File: config.mk
export PLATFORM = sky130hd
export DESIGN_NAME = load_align_extend
export DESIGN_NICKNAME = d
export VERILOG_FILES = /design/src/rtl/load_align_extend.sv
export SDC_FILE = /design/constraint.sdc
export NUM_CORES = 1
export LEC_CHECK = 0
export CAP_MARGIN = 20
export CORE_MARGIN = 2
export CORE_UTILIZATION = 35
export DETAILED_ROUTE_END_ITERATION = 8
export PLACE_DENSITY_LB_ADDON = 0.15
export SYNTH_ARGS = -nofsm -noshare
export SYNTH_HDL_FRONTEND = slang
export SYNTH_SLANG_ARGS = --single-unit
File: constraint.sdc
create_clock -name clk -period 6.2 [get_ports clk]
set_input_delay 1.24 -clock clk [delete_from_list [all_inputs] [get_ports clk]]
set_output_delay 1.24 -clock clk [all_outputs]
set_load 0.01 [all_outputs]
File: src/rtl/load_align_extend.sv
// load_align_extend
//   Pipelined load-data alignment/extension stage between the data-memory read
//   port and the register-file write-back mux. Picks the byte/half/word/dword
//   lane addressed by the low address bits, zero- or sign-extends it to DATA_W,
//   and flags misaligned or illegal-size accesses (data forced to 0).
//   A main output register plus one skid register give two entries, so
//   in_ready is registered and out_ready never reaches in_ready combinationally.
//
// Ports
//   clk, rst        rising-edge clock, synchronous active-high reset
//   flush           synchronous flush, drops every held entry
//   in_valid/ready  input handshake (in_ready registered)
//   in_data         raw aligned memory word
//   in_offset       low byte-address bits of the load
//   in_size         0 byte, 1 half, 2 word, 3 dword (illegal when DATA_W=32)
//   in_signed       1 sign-extend, 0 zero-extend
//   in_tag          side-band tag carried through unchanged
//   out_valid/ready output handshake
//   out_data        extended result
//   out_tag         tag of the result
//   out_misalign    address-error flag for this result
module load_align_extend #(
  parameter  int unsigned DATA_W = 32,
  parameter  int unsigned TAG_W  = 5,
  localparam int unsigned OFF_W  = $clog2(DATA_W / 8)
) (
  input  logic              clk,
  input  logic              rst,
  input  logic              flush,
  input  logic              in_valid,
  output logic              in_ready,
  input  logic [DATA_W-1:0] in_data,
  input  logic [OFF_W-1:0]  in_offset,
  input  logic [1:0]        in_size,
  input  logic              in_signed,
  input  logic [TAG_W-1:0]  in_tag,
  output logic              out_valid,
  input  logic              out_ready,
  output logic [DATA_W-1:0] out_data,
  output logic [TAG_W-1:0]  out_tag,
  output logic              out_misalign
);

  // ---------------- alignment / extension ----------------
  logic [OFF_W-1:0]  align_mask;
  logic [OFF_W-1:0]  eff_off;
  logic [DATA_W-1:0] shifted;
  logic [DATA_W-1:0] keep_mask;
  logic [DATA_W-1:0] ext_data;
  logic [DATA_W-1:0] res_data;
  logic              sign_bit;
  logic              res_mis;

  always_comb begin
    align_mask = '1;
    keep_mask  = '0;
    res_mis    = 1'b0;
    case (in_size)
      2'd0: begin
        keep_mask[7:0] = '1;
      end
      2'd1: begin
        align_mask[0]   = 1'b0;
        keep_mask[15:0] = '1;
        res_mis         = in_offset[0];
      end
      2'd2: begin
        align_mask[1:0] = '0;
        keep_mask[31:0] = '1;
        res_mis         = |in_offset[1:0];
      end
      default: begin
        align_mask = '0;
        keep_mask  = '1;
        res_mis    = (DATA_W == 32) || (|in_offset);
      end
    endcase

    // Offset bits below the access size are ignored for lane selection.
    eff_off = in_offset & align_mask;
    shifted = in_data >> {eff_off, 3'b000};

    case (in_size)
      2'd0:    sign_bit = shifted[7];
      2'd1:    sign_bit = shifted[15];
      2'd2:    sign_bit = shifted[31];
      default: sign_bit = 1'b0;
    endcase

    // A 32-bit word on a 32-bit datapath has an all-ones keep mask, so the
    // fill term vanishes and the word passes through unchanged.
    ext_data = (shifted & keep_mask) | ({DATA_W{sign_bit & in_signed}} & ~keep_mask);
    res_data = res_mis ? '0 : ext_data;
  end

  // ---------------- two-entry skid buffer ----------------
  logic              main_valid;
  logic              skid_valid;
  logic              ready_q;
  logic [DATA_W-1:0] main_data;
  logic [DATA_W-1:0] skid_data;
  logic [TAG_W-1:0]  main_tag;
  logic [TAG_W-1:0]  skid_tag;
  logic              main_mis;
  logic              skid_mis;

  logic accept;
  logic out_xfer;
  logic main_load_new;
  logic main_load_skid;
  logic skid_load_new;
  logic main_valid_d;
  logic skid_valid_d;

  assign accept   = in_valid && ready_q;
  assign out_xfer = main_valid && out_ready;

  always_comb begin
    main_load_new  = 1'b0;
    main_load_skid = 1'b0;
    skid_load_new  = 1'b0;
    main_valid_d   = main_valid;
    skid_valid_d   = skid_valid;
    if (accept) begin
      if (!main_valid || out_xfer) begin
        main_valid_d = 1'b1;
        if (skid_valid) begin
          main_load_skid = 1'b1;
          skid_load_new  = 1'b1;
        end else begin
          main_load_new = 1'b1;
        end
      end else begin
        skid_load_new = 1'b1;
        skid_valid_d  = 1'b1;
      end
    end else if (out_xfer) begin
      if (skid_valid) begin
        main_load_skid = 1'b1;
        skid_valid_d   = 1'b0;
      end else begin
        main_valid_d = 1'b0;
      end
    end
  end

  always_ff @(posedge clk) begin
    if (rst) begin
      main_valid <= 1'b0;
      skid_valid <= 1'b0;
      ready_q    <= 1'b1;
      main_data  <= '0;
      skid_data  <= '0;
      main_tag   <= '0;
      skid_tag   <= '0;
      main_mis   <= 1'b0;
      skid_mis   <= 1'b0;
    end else if (flush) begin
      main_valid <= 1'b0;
      skid_valid <= 1'b0;
      ready_q    <= 1'b1;
    end else begin
      main_valid <= main_valid_d;
      skid_valid <= skid_valid_d;
      ready_q    <= !skid_valid_d;
      if (main_load_skid) begin
        main_data <= skid_data;
        main_tag  <= skid_tag;
        main_mis  <= skid_mis;
      end else if (main_load_new) begin
        main_data <= res_data;
        main_tag  <= in_tag;
        main_mis  <= res_mis;
      end
      if (skid_load_new) begin
        skid_data <= res_data;
        skid_tag  <= in_tag;
        skid_mis  <= res_mis;
      end
    end
  end

  assign in_ready     = ready_q;
  assign out_valid    = main_valid;
  assign out_data     = main_data;
  assign out_tag      = main_tag;
  assign out_misalign = main_mis;

endmodule

# ---- After elaboration in Yosys (flattened, before gate mapping)
# Index checks and enable logic that the tools add are counted.
# Widths: inputs -> output; s select.
dict set report word_totals {
  reg_bits 79
  out_inout_bits 40
}
dict set report classes {
  n_eq_ne 4
  n_shift 1
  muxes 29
  bitwise 7
  n_reduce_logical 14
}
# operator n
set ops {}
lappend ops {{$mux 32} 3}
lappend ops {{$and 32x32->32} 2}
lappend ops {{$not 32->32} 1}
lappend ops {{$or 32x32->32} 1}
lappend ops {{$shr 32x5->32} 1}
lappend ops {{$mux 1} 20}
lappend ops {{$mux 16} 1}
lappend ops {{$mux 5} 2}
lappend ops {{$mux 8} 1}
lappend ops {{$pmux 1 s3} 2}
lappend ops {{$reduce_or 2->1} 3}
lappend ops {{$ne 2x1->1 const B} 2}
lappend ops {{$reduce_and 2->1} 2}
lappend ops {{$reduce_bool 2->1} 2}
lappend ops {{$reduce_and 3->1} 1}
lappend ops {{$and 2x2->2} 1}
lappend ops {{$eq 2x1->1 const B} 1}
lappend ops {{$eq 2x2->1 const B} 1}
lappend ops {{$logic_and 1x1->1} 2}
lappend ops {{$logic_not 1->1} 2}
lappend ops {{$logic_not 2->1} 1}
lappend ops {{$and 1x1->1} 1}
lappend ops {{$logic_or 1x1->1} 1}
lappend ops {{$not 1->1} 1}

# ---- Logic depth before layout (Yosys ltp)
# Gate-level depths: netlist of run 1.
dict set report logic_depth {
  word_depth 12
  depth_mapped 8
}

# ---- Worst setup path before layout of run 1
# OpenSTA, ideal clock, no wires.
dict set report synth_path {
  path_kind {in2reg}
  from {input in_offset[0]}
  to {register main_data[5] (netlist: out_data[5])}
  setup_time_ns 0.132
  arrival_ns 2.716
  path_slack_ns 3.352
  path_stages 7
  path_buffers 3
  path_cell_list {buf_4 or3b_1 buf_6 buf_12 mux4_2 a221oi_2 nor3_1}
}
dict set report synth_via {
  elab_chain_cells 9
  word_cells_on_any_way 12
}
# item line
set synth_lines {}
lappend synth_lines {{from (decl)} 33} ;# input logic [OFF_W-1:0] in_offset,
lappend synth_lines {{$and 2x2->2} 80} ;# eff_off = in_offset & align_mask;
lappend synth_lines {{$shr 32x5->32} 81} ;# shifted = in_data >> {eff_off, 3'b000};
lappend synth_lines {{$pmux 1 s3} 83} ;# case (in_size)
lappend synth_lines {{$and 1x1->1} 92} ;# ext_data = (shifted & keep_mask) | ({DATA_W{sign_bit & in_signed}} & ~keep_mask);
lappend synth_lines {{$and 32x32->32} 92}
lappend synth_lines {{$or 32x32->32} 92}
lappend synth_lines {{$mux 32 (*)} 93} ;# res_data = res_mis ? '0 : ext_data;
lappend synth_lines {{$mux 32 (*)} 170} ;# end else if (main_load_new) begin
lappend synth_lines {{$mux 32 (*)} 166} ;# if (main_load_skid) begin
lappend synth_lines {{to (signal assigned)} 167} ;# main_data <= skid_data;
lappend synth_lines {{to (signal assigned)} 171} ;# main_data <= res_data;
lappend synth_lines {{to (decl)} 100} ;# logic [DATA_W-1:0] main_data;
# Every way passes the cells marked *; elsewhere a longest branch is shown, timed or not. The select of a mux whose other input is x is not followed.
# A chain may end at the register's enable or synchronous reset.

# ---- Final worst setup path of run 1
dict set report layout_path {
  from {input in_size[1]}
  to {register main_data[4] (netlist: out_data[4])}
}
dict set report layout_via {
  elab_chain_cells 12
  word_cells_on_any_way 17
}
# item line
set layout_lines {}
lappend layout_lines {{from (decl)} 34} ;# input logic [1:0] in_size,
lappend layout_lines {{$eq 2x1->1 or $logic_not 2->1 (tied branches)} {58, 83}}
lappend layout_lines {{$reduce_or 2->1 (no source line)} n/a}
lappend layout_lines {{$mux 1} 58} ;# case (in_size)
lappend layout_lines {{$and 2x2->2} 80}
lappend layout_lines {{$shr 32x5->32} 81}
lappend layout_lines {{$pmux 1 s3} 83}
lappend layout_lines {{$and 1x1->1} 92}
lappend layout_lines {{$and 32x32->32} 92}
lappend layout_lines {{$or 32x32->32} 92}
lappend layout_lines {{$mux 32 (*)} 93}
lappend layout_lines {{$mux 32 (*)} 170}
lappend layout_lines {{$mux 32 (*)} 166}
# Marked as above.

==> flow_summary.json, run 1 <==
{
  "via_per_inst": 5.80,
  "finalCritPeriodShare": 0.637,
  "drive_gt1_frac": 0.0674,
  "wirelength_mm": 11.7,
  "setup_viol": 0,
  "grt_pass1_wl_mm": 19.4,
  "reg2reg_slack_ns": 3.53,
  "die_w_um": 111,
  "cts_setup_buffers": 0,
  "n_fill_cell": 1059,
  "async_flop_share": 0,
  "clockPowerShare": 0.443,
  "slew_violations": 0,
  "cp-start-kind": "input port",
  "synth.area.top_cells": "dfxtp_1, a211oi_1, nor2_1",
  "synth_top_area_cell": "dfxtp_1",
  "drc_errors": 0,
  "syn_inst": 447,
  "ys_seq_area_frac": 0.397,
  "root_buffer": "clkbuf_16",
  "end_kind": "flop",
  "ir_worst_vdd_mv": 0.133,
  "rsz0062_at_grt": "no",
  "power_frac_seq": 0.417,
  "overflow": 0,
  "detail_route.first_pass.iterations": 6,
  "worstPathArrival_ns": 4.14,
  "grt_max_degree": 52,
  "first_global_vias": 3655,
  "syn_avg_cell_area_um2": 8.91,
  "hold_path_depth": 2,
  "num_vias": 3825,
  "r2r_cells": 5,
  "hold_end": "skid_mis",
  "cp_cell_sequence": "clkdlybuf4s50_1 -> or3b_1 -> mux4_1 -> a221oi_1 -> nor3_1",
  "synth_edf_count": 0,
  "layout.nets": 562,
  "dieArea_um2": 12200,
  "num_rows": 38,
  "fmax_ghz": 0.253,
  "cts_tree": "done",
  "ys_ff_latch": 79,
  "ys.flop_type": "dfxtp_1",
  "r2r_start": "skid_valid",
  "cap_violations": 0,
  "cts_buffers": 9,
  "die_h_um": 111,
  "ant_nets": 0,
  "period_needed_ns": 3.95,
  "skew_ns": 0.00820,
  "grt_antenna_before_repair": 0,
  "worstHoldStart": "skid_mis",
  "gp_congestion": 0.832,
  "yosysWarnings": 0,
  "switching_share": 0.248,
  "grt_usage": 0.194,
  "syn_nets": 494,
  "cts_buffer_depth": 2,
  "status": "finished, final reports clean",
  "critical_path_class": "input port to flop",
  "core_area_um2": 11000,
  "dpl_cell_area_um2": 4900,
  "critPathMaxFanout": 27,
  "leakagePower_nw": 1.85,
  "dp_hpwl_mm": 8.20,
  "path_clk_slew_ns": 0.06,
  "portBuffers": 86,
  "crit_slowest_cell": "clkdlybuf4s50_1",
  "fin_util": 0.475,
  "clkLatencyLatePin_ns": 0.33,
  "critPathMaxStageDelay_ns": 1.00,
  "combPwrFrac": 0.140,
  "syn_area_um2": 3980,
  "p_total_mw": 1.27,
  "areaGrowthSynthToFinish_pct": 31.1,
  "worstReg2RegEnd": "out_data[24]",
  "cp_data_required_time_ns": 6.39,
  "ctsHtreeMaxLevel": 3,
  "yosysTopAreaCellShare": 0.397,
  "worst_pin_slew_ns": 1.00,
  "diodes": 0,
  "cts_resized": 0,
  "power_density_nw_per_um2": 244,
  "holdCritPathClass": "flop to flop",
  "start_util": 0.362,
  "ys_types": 55,
  "slew_headroom": 0.331,
  "drt-initial-drc-count": 254,
  "p_int_mw": 0.956,
  "p_sw_mw": 0.315,
  "drt-wirelength-per-cell_um": 17.8,
  "hold_viol": 0,
  "io_pins": 87,
  "clock-sinks": 79,
  "fin_area_um2": 5220,
  "fin_tns_setup_ns": 0,
  "cts_hold_buffers": 0
}
-- layout make-up --
class / instances / area, µm² / area share
Multi-Input combinational cell: 325 / 2210 / 0.424
Sequential cell: 79 / 1580 / 0.303
Timing Repair Buffer: 93 / 912 / 0.175
Clock buffer: 9 / 225 / 0.0432
Tap cell: 140 / 175 / 0.0336
Clock inverter: 6 / 86.3 / 0.0165
Inverter: 7 / 26.3 / 0.00503
-- metrics by stage --
step | hold WS, ns | worst slack, ns | std cells
2_1_floorplan | 0.436 | 3.35 | 447
3_3_place_gp | 0.442 | 1.96 | 643
3_5_place_dp | 0.448 | 1.96 | 643
4_1_cts | 0.457 | 2.30 | 658
5_1_grt | 0.480 | 2.04 | 659
6_report | 0.454 | 2.25 | 659
-- synth_stat cells (all sizes together), types with 3 or more instances --
library cell / instances
dfxtp: 79
nor2: 49
nand2: 44
a211oi: 27
o21ai: 24
clkbuf: 23
a21oi: 17
a22oi: 16
mux2i: 15
a311oi: 14
buf: 13
nor3: 13
and2: 11
a221oi: 9
or3: 9
a221o: 8
a211o: 7
inv: 7
mux4: 7
o221ai: 7
or4: 4
a22o: 3
a31oi: 3
nand3: 3
nand3b: 3
nor2b: 3
nor3b: 3
-- registers in the layout, summed over array words and instances (netlist names) --
name / flops
skid_valid: 1
out_valid: 1
out_tag: 5
out_misalign: 1
skid_tag: 5
skid_mis: 1
in_ready: 1
skid_data: 32
out_data: 32
-- how the worst max path moves through the flow --
| stage | start | end | slack (ns) | depth (start not counted) |
|---|---|---|---|---|
| final | in_size[1] | out_data[4] | 2.25 | 5 |
| after CTS | in_size[1] | out_data[4] | 2.30 | 5 |
| after detailed placement | in_size[1] | out_data[4] | 1.96 | 5 |
| after global routing | in_size[1] | skid_data[17] | 2.04 | 5 |
| after global placement | in_size[1] | out_data[4] | 1.96 | 5 |
| after floorplan | in_offset[0] | out_data[5] | 3.35 | 7 |
-- cells in the final DEF, fill, tap and decap left out, types with 4 or more instances in the layout --
cell and instances:
mux2i_1 15, buf_4 6, nor2_1 49, clkbuf_16 9, mux4_1 6, and2_1 11
a211o_1 7, nor3_1 10, or3_1 9, a211oi_1 25, dfxtp_1 79, clkdlybuf4s50_1 85
a221o_1 8, a311oi_1 14, or4_1 4, a221oi_1 8, o21ai_0 23, o221ai_1 7
a22oi_1 16, inv_1 7, nand2_1 44, a21oi_1 17
-- kinds of logic (layout without fill, tap and decap cells) --
logic type	Yosys count	after routing	share of synthesized area
muxes	22	22	0.0830
DFF	79	79	0.397
buffers and inverters	43	115	0.0503
and+or+nand+nor	154	154	0.191
AOI/OAI and AO/OA	149	149	0.278
-- critical path: cells and delay by family --
family | cells | cell delay (ns)
AO/OA/AOI/OAI | 1 | 0.41
multiplexers | 1 | 0.71
AND/OR/NAND/NOR | 2 | 0.77
buffers and inverters | 1 | 1.00
-- per-layer routing --
metal	routed length [µm]	share of wire	track usage
met1	5590	0.48	0.276
met3	815	0.069	0.0454
met4	164	0.014	0.0617
met2	5180	0.44	0.292
met5	0	0	0
-- power by group through the flow --
stage / registers (mW) / clock network (mW) / logic (mW)
3_5_place_dp: 0.542 / 0 / 0.176
6_report: 0.530 / 0.563 / 0.178
2_1_floorplan: 0.546 / 0 / 0.0888
4_1_cts: 0.531 / 0.574 / 0.177
5_1_grt: 0.532 / 0.596 / 0.194
3_3_place_gp: 0.542 / 0 / 0.176
Note: power is estimated with default switching activity, not from simulation.
==> run 2, diff against run 1 <==
==> constraint.sdc (replaced) <==
create_clock -name clk -period 4 [get_ports clk]
set_input_delay 0.8 -clock clk [delete_from_list [all_inputs] [get_ports clk]]
set_output_delay 0.8 -clock clk [all_outputs]
set_load 0.01 [all_outputs]
==> flow_summary.json, run 2 (same netlist as run 1, synthesis figures left out) <==
{
  "slew_headroom": 0.477,
  "areaGrowthSynthToFinish_pct": 33.7,
  "cap_violations": 0,
  "cts_tree": "done",
  "detail_route.first_pass.iterations": 5,
  "hold_viol": 0,
  "crit_slowest_cell": "or3b_1",
  "dieArea_um2": 12200,
  "rsz0062_at_grt": "no",
  "cts_setup_buffers": 0,
  "portBuffers": 86,
  "ant_nets": 0,
  "io_pins": 87,
  "cts_buffer_depth": 2,
  "power_density_nw_per_um2": 387,
  "layout_common_cells": "clkdlybuf4s50_1, dfxtp_1, nor2_1",
  "leakagePower_nw": 1.91,
  "grt_usage": 0.203,
  "reg2reg_slack_ns": 1.59,
  "cp_cell_sequence": "clkdlybuf4s50_1 -> or3b_1 -> or3b_1 -> a31oi_1 -> o221ai_1 -> a21oi_1",
  "layout_setup_ws_ns": 1.02,
  "cts_hold_buffers": 0,
  "fin_area_um2": 5320,
  "cp_data_required_time_ns": 4.26,
  "die_h_um": 111,
  "path_clk_slew_ns": 0.06,
  "start_util": 0.362,
  "layout.nets": 572,
  "finalCritPeriodShare": 0.744,
  "grt_max_degree": 37,
  "core_area_um2": 11000,
  "detailedPlace.worstSlack_ns": 0.716,
  "fin_tns_setup_ns": 0,
  "drc_errors": 0,
  "p_total_mw": 2.06,
  "worst_pin_slew_ns": 0.781,
  "dp_hpwl_mm": 8.85,
  "grt_antenna_before_repair": 0,
  "num_rows": 38,
  "critPathBufInv": 1,
  "critPathTopFamily": "simple AND/OR/NAND/NOR gates",
  "overflow": 0,
  "drt-wirelength-per-cell_um": 18.7,
  "period_needed_ns": 2.98,
  "drive_gt1_frac": 0.0849,
  "num_vias": 3855,
  "critPathMaxStageDelay_ns": 0.71,
  "setup_viol": 0,
  "final_common_cell": "clkdlybuf4s50_1",
  "cp-start-kind": "input port",
  "worstPathArrival_ns": 3.24,
  "fmax_ghz": 0.336,
  "via_per_inst": 5.75,
  "timing.hold.ws_ns": 0.456,
  "critPathMaxFanout": 15,
  "drt-initial-drc-count": 339,
  "gp_congestion": 0.839,
  "clkLatencyLatePin_ns": 0.34,
  "end_kind": "flop",
  "root_buffer": "clkbuf_16",
  "ir_worst_vdd_mv": 0.207,
  "skew_ns": 0.00531,
  "die_w_um": 111,
  "holdCritPathClass": "flop to flop",
  "wirelength_mm": 12.5,
  "clock-sinks": 79,
  "cts_resized": 0,
  "cts_buffers": 9,
  "slew_violations": 0,
  "diodes": 0,
  "status": "finished, final reports clean",
  "crit_top_cell": "or3b_1",
  "grt_pass1_wl_mm": 20.2,
  "dpl_cell_area_um2": 4980,
  "critical_path_class": "input port to flop",
  "first_global_vias": 3721,
  "ctsHtreeMaxLevel": 3
}
-- run 2: cell types whose count changed in the layout (fill, tap and decap cells not counted), sizes merged --
cell	change
buf	+10
clkinvlp	-1
inv	+1
bufinv	+1
clkinv	-1
clkbuf	+1
-- run 2: per-stage QoR --
stage,util,cells
detailed placement,0.453,654
global route,0.485,670
CTS,0.485,670
global placement,0.453,654
finish,0.485,670
floorplan,-,447
-- run 2: per-layer routing --
| layer | part of all wire | GRT usage |
|---|---|---|
| met1 | 0.48 | 0.292 |
| met2 | 0.43 | 0.293 |
| met3 | 0.071 | 0.0508 |
| met4 | 0.020 | 0.0783 |
| met5 | 0 | 0 |
-- run 2: worst paths after layout --
check / startpoint / endpoint / cells after the start
setup / recovery: in_offset[0] / out_data[15] / 6
setup reg to reg: skid_valid / out_data[24] / 5
hold reg to reg: skid_tag[1] / skid_tag[1] / 2
hold / removal: skid_tag[1] / skid_tag[1] / 2
-- run 2: power by group --
part	internal, mW	switching [mW]
registers	0.809	0.0145
logic	0.135	0.147
clock network	0.615	0.340
total	1.56	0.502
-- run 2: final cells by class --
| type | instances | area [µm²] |
|---|---|---|
| fillers | 1059 | 5660 |
| multi-input cells | 325 | 2210 |
| flip-flops and latches | 79 | 1580 |
| repair buffers | 103 | 983 |
| clock buffers | 10 | 229 |
| well taps | 140 | 175 |
| clock inverters | 6 | 116 |
| inverters | 7 | 26.3 |
-- run 2: worst register-to-register path, delay by kind of cell, from the launching register on --
kind / cells / cell delay (ns)
flip-flops: 1 / 0.51
AO/OA/AOI/OAI: 4 / 1.16
AND/OR/NAND/NOR: 1 / 0.66
==> run 3, diff against run 2 <==
==> constraint.sdc (replaced) <==
create_clock -name clk -period 3.06 [get_ports clk]
set_input_delay 0.612 -clock clk [delete_from_list [all_inputs] [get_ports clk]]
set_output_delay 0.612 -clock clk [all_outputs]
set_load 0.01 [all_outputs]
==> flow_summary.json, run 3 (same netlist as run 1, synthesis figures left out) <==
{
  "status": "finished, final reports clean",
  "num_rows": 38,
  "start_util": 0.362,
  "clock-sinks": 79,
  "grt_max_degree": 36,
  "critPathMaxStageDelay_ns": 0.51,
  "slew_headroom": 0.467,
  "portBuffers": 86,
  "fin_tns_setup_ns": 0,
  "setup.worst_path.start": "in_size[0]",
  "slew_violations": 0,
  "skew_ns": 0.00674,
  "grt_usage": 0.208,
  "end_kind": "flop",
  "clkLatencyLatePin_ns": 0.33,
  "critPathBufInv": 2,
  "cts_hold_buffers": 0,
  "root_buffer": "clkbuf_16",
  "drt-wirelength-per-cell_um": 18.5,
  "layout.nets": 588,
  "leakagePower_nw": 1.97,
  "ant_nets": 0,
  "fin_area_um2": 5390,
  "dieArea_um2": 12200,
  "fmax_ghz": 0.390,
  "hold_viol": 0,
  "cts_tree": "done",
  "num_vias": 4017,
  "die_h_um": 111,
  "finalCritPeriodShare": 0.838,
  "rsz0062_at_grt": "no",
  "core_area_um2": 11000,
  "holdCritPathClass": "flop to flop",
  "gp_congestion": 0.917,
  "dp_hpwl_mm": 9.09,
  "layout_setup_ws_ns": 0.496,
  "overflow": 0,
  "setup_viol": 0,
  "worstPathArrival_ns": 2.76,
  "worstHoldStart": "skid_tag[2]",
  "first_global_vias": 3742,
  "io_pins": 87,
  "drive_gt1_frac": 0.112,
  "timing.hold.ws_ns": 0.453,
  "cts_buffers": 9,
  "wirelength_mm": 12.7,
  "grt_antenna_before_repair": 0,
  "detailedPlace.worstSlack_ns": 0.146,
  "crit_slowest_cell": "a21boi_0",
  "diodes": 0,
  "cap_violations": 0,
  "worst_pin_slew_ns": 0.796,
  "drt-initial-drc-count": 218,
  "critPathTopFamily": "compound AO/OA/AOI/OAI gates",
  "detail_route.first_pass.iterations": 5,
  "cts_resized": 0,
  "critPathMaxFanout": 15,
  "cp_data_required_time_ns": 3.25,
  "cts_setup_buffers": 0,
  "areaGrowthSynthToFinish_pct": 35.3,
  "power_density_nw_per_um2": 469,
  "r2r_start": "skid_valid",
  "layout_common_cells": "clkdlybuf4s50_1, dfxtp_1, nor2_1",
  "final_common_cell": "clkdlybuf4s50_1",
  "die_w_um": 111,
  "critical_path_class": "input port to flop",
  "grt_pass1_wl_mm": 20.4,
  "ctsHtreeMaxLevel": 3,
  "drc_errors": 0,
  "ir_worst_vdd_mv": 0.226,
  "period_needed_ns": 2.56,
  "via_per_inst": 5.86,
  "path_clk_slew_ns": 0.06,
  "cp_cell_sequence": "clkdlybuf4s50_1 -> buf_4 -> or2b_1 -> mux2i_1 -> o2111ai_1 -> a21boi_0 -> o21ai_0",
  "cts_buffer_depth": 2,
  "dpl_cell_area_um2": 5090,
  "cp-start-kind": "input port"
}
run 3: power breakdown:
group	internal [mW]	switching (mW)
sequential	1.06	0.0189
combinational	0.187	0.197
clock	0.626	0.438
total	1.87	0.654
run 3: path summary, 6_finish.rpt:
kind	to	slack, ns	cells after the start
worst max register to register	out_data[19]	0.89	6
worst max-delay path	out_data[8]	0.50	7
worst min-delay path	skid_tag[2]	0.45	2
worst min register to register	skid_tag[2]	0.45	2
run 3: worst min-delay path: cells and delay by family, from the launching register on:
family	cells	cell delay (ns)
DFF	1	0.31
and+or+nand+nor	1	0.05
AOI/OAI and AO/OA	1	0.05
run 3: through the flow:
step | util | power (mW) | instances
final | 0.490 | 2.52 | 685
after global routing | 0.490 | 2.64 | 685
after CTS | 0.490 | 2.54 | 684
after detailed placement | 0.464 | 1.48 | 669
after global placement | 0.464 | 1.48 | 669
after floorplan | - | 1.29 | 447
run 3: final cells by class:
class / instances / area (µm²)
clock buffer: 9 / 225
clock inverter: 6 / 62.6
fill: 1049 / 5600
inverter: 7 / 26.3
multi-input combinational: 325 / 2210
sequential: 79 / 1580
tap: 140 / 175
timing repair buffer: 119 / 1100
run 3: metal layers:
layer / track usage / share of wire / vias to the layer above
li1: - / - / 1901
met1: 0.305 / 0.48 / 1934
met2: 0.310 / 0.44 / 168
met3: 0.0410 / 0.065 / 14
met4: 0.0575 / 0.014 / 0
met5: 0 / 0 / -
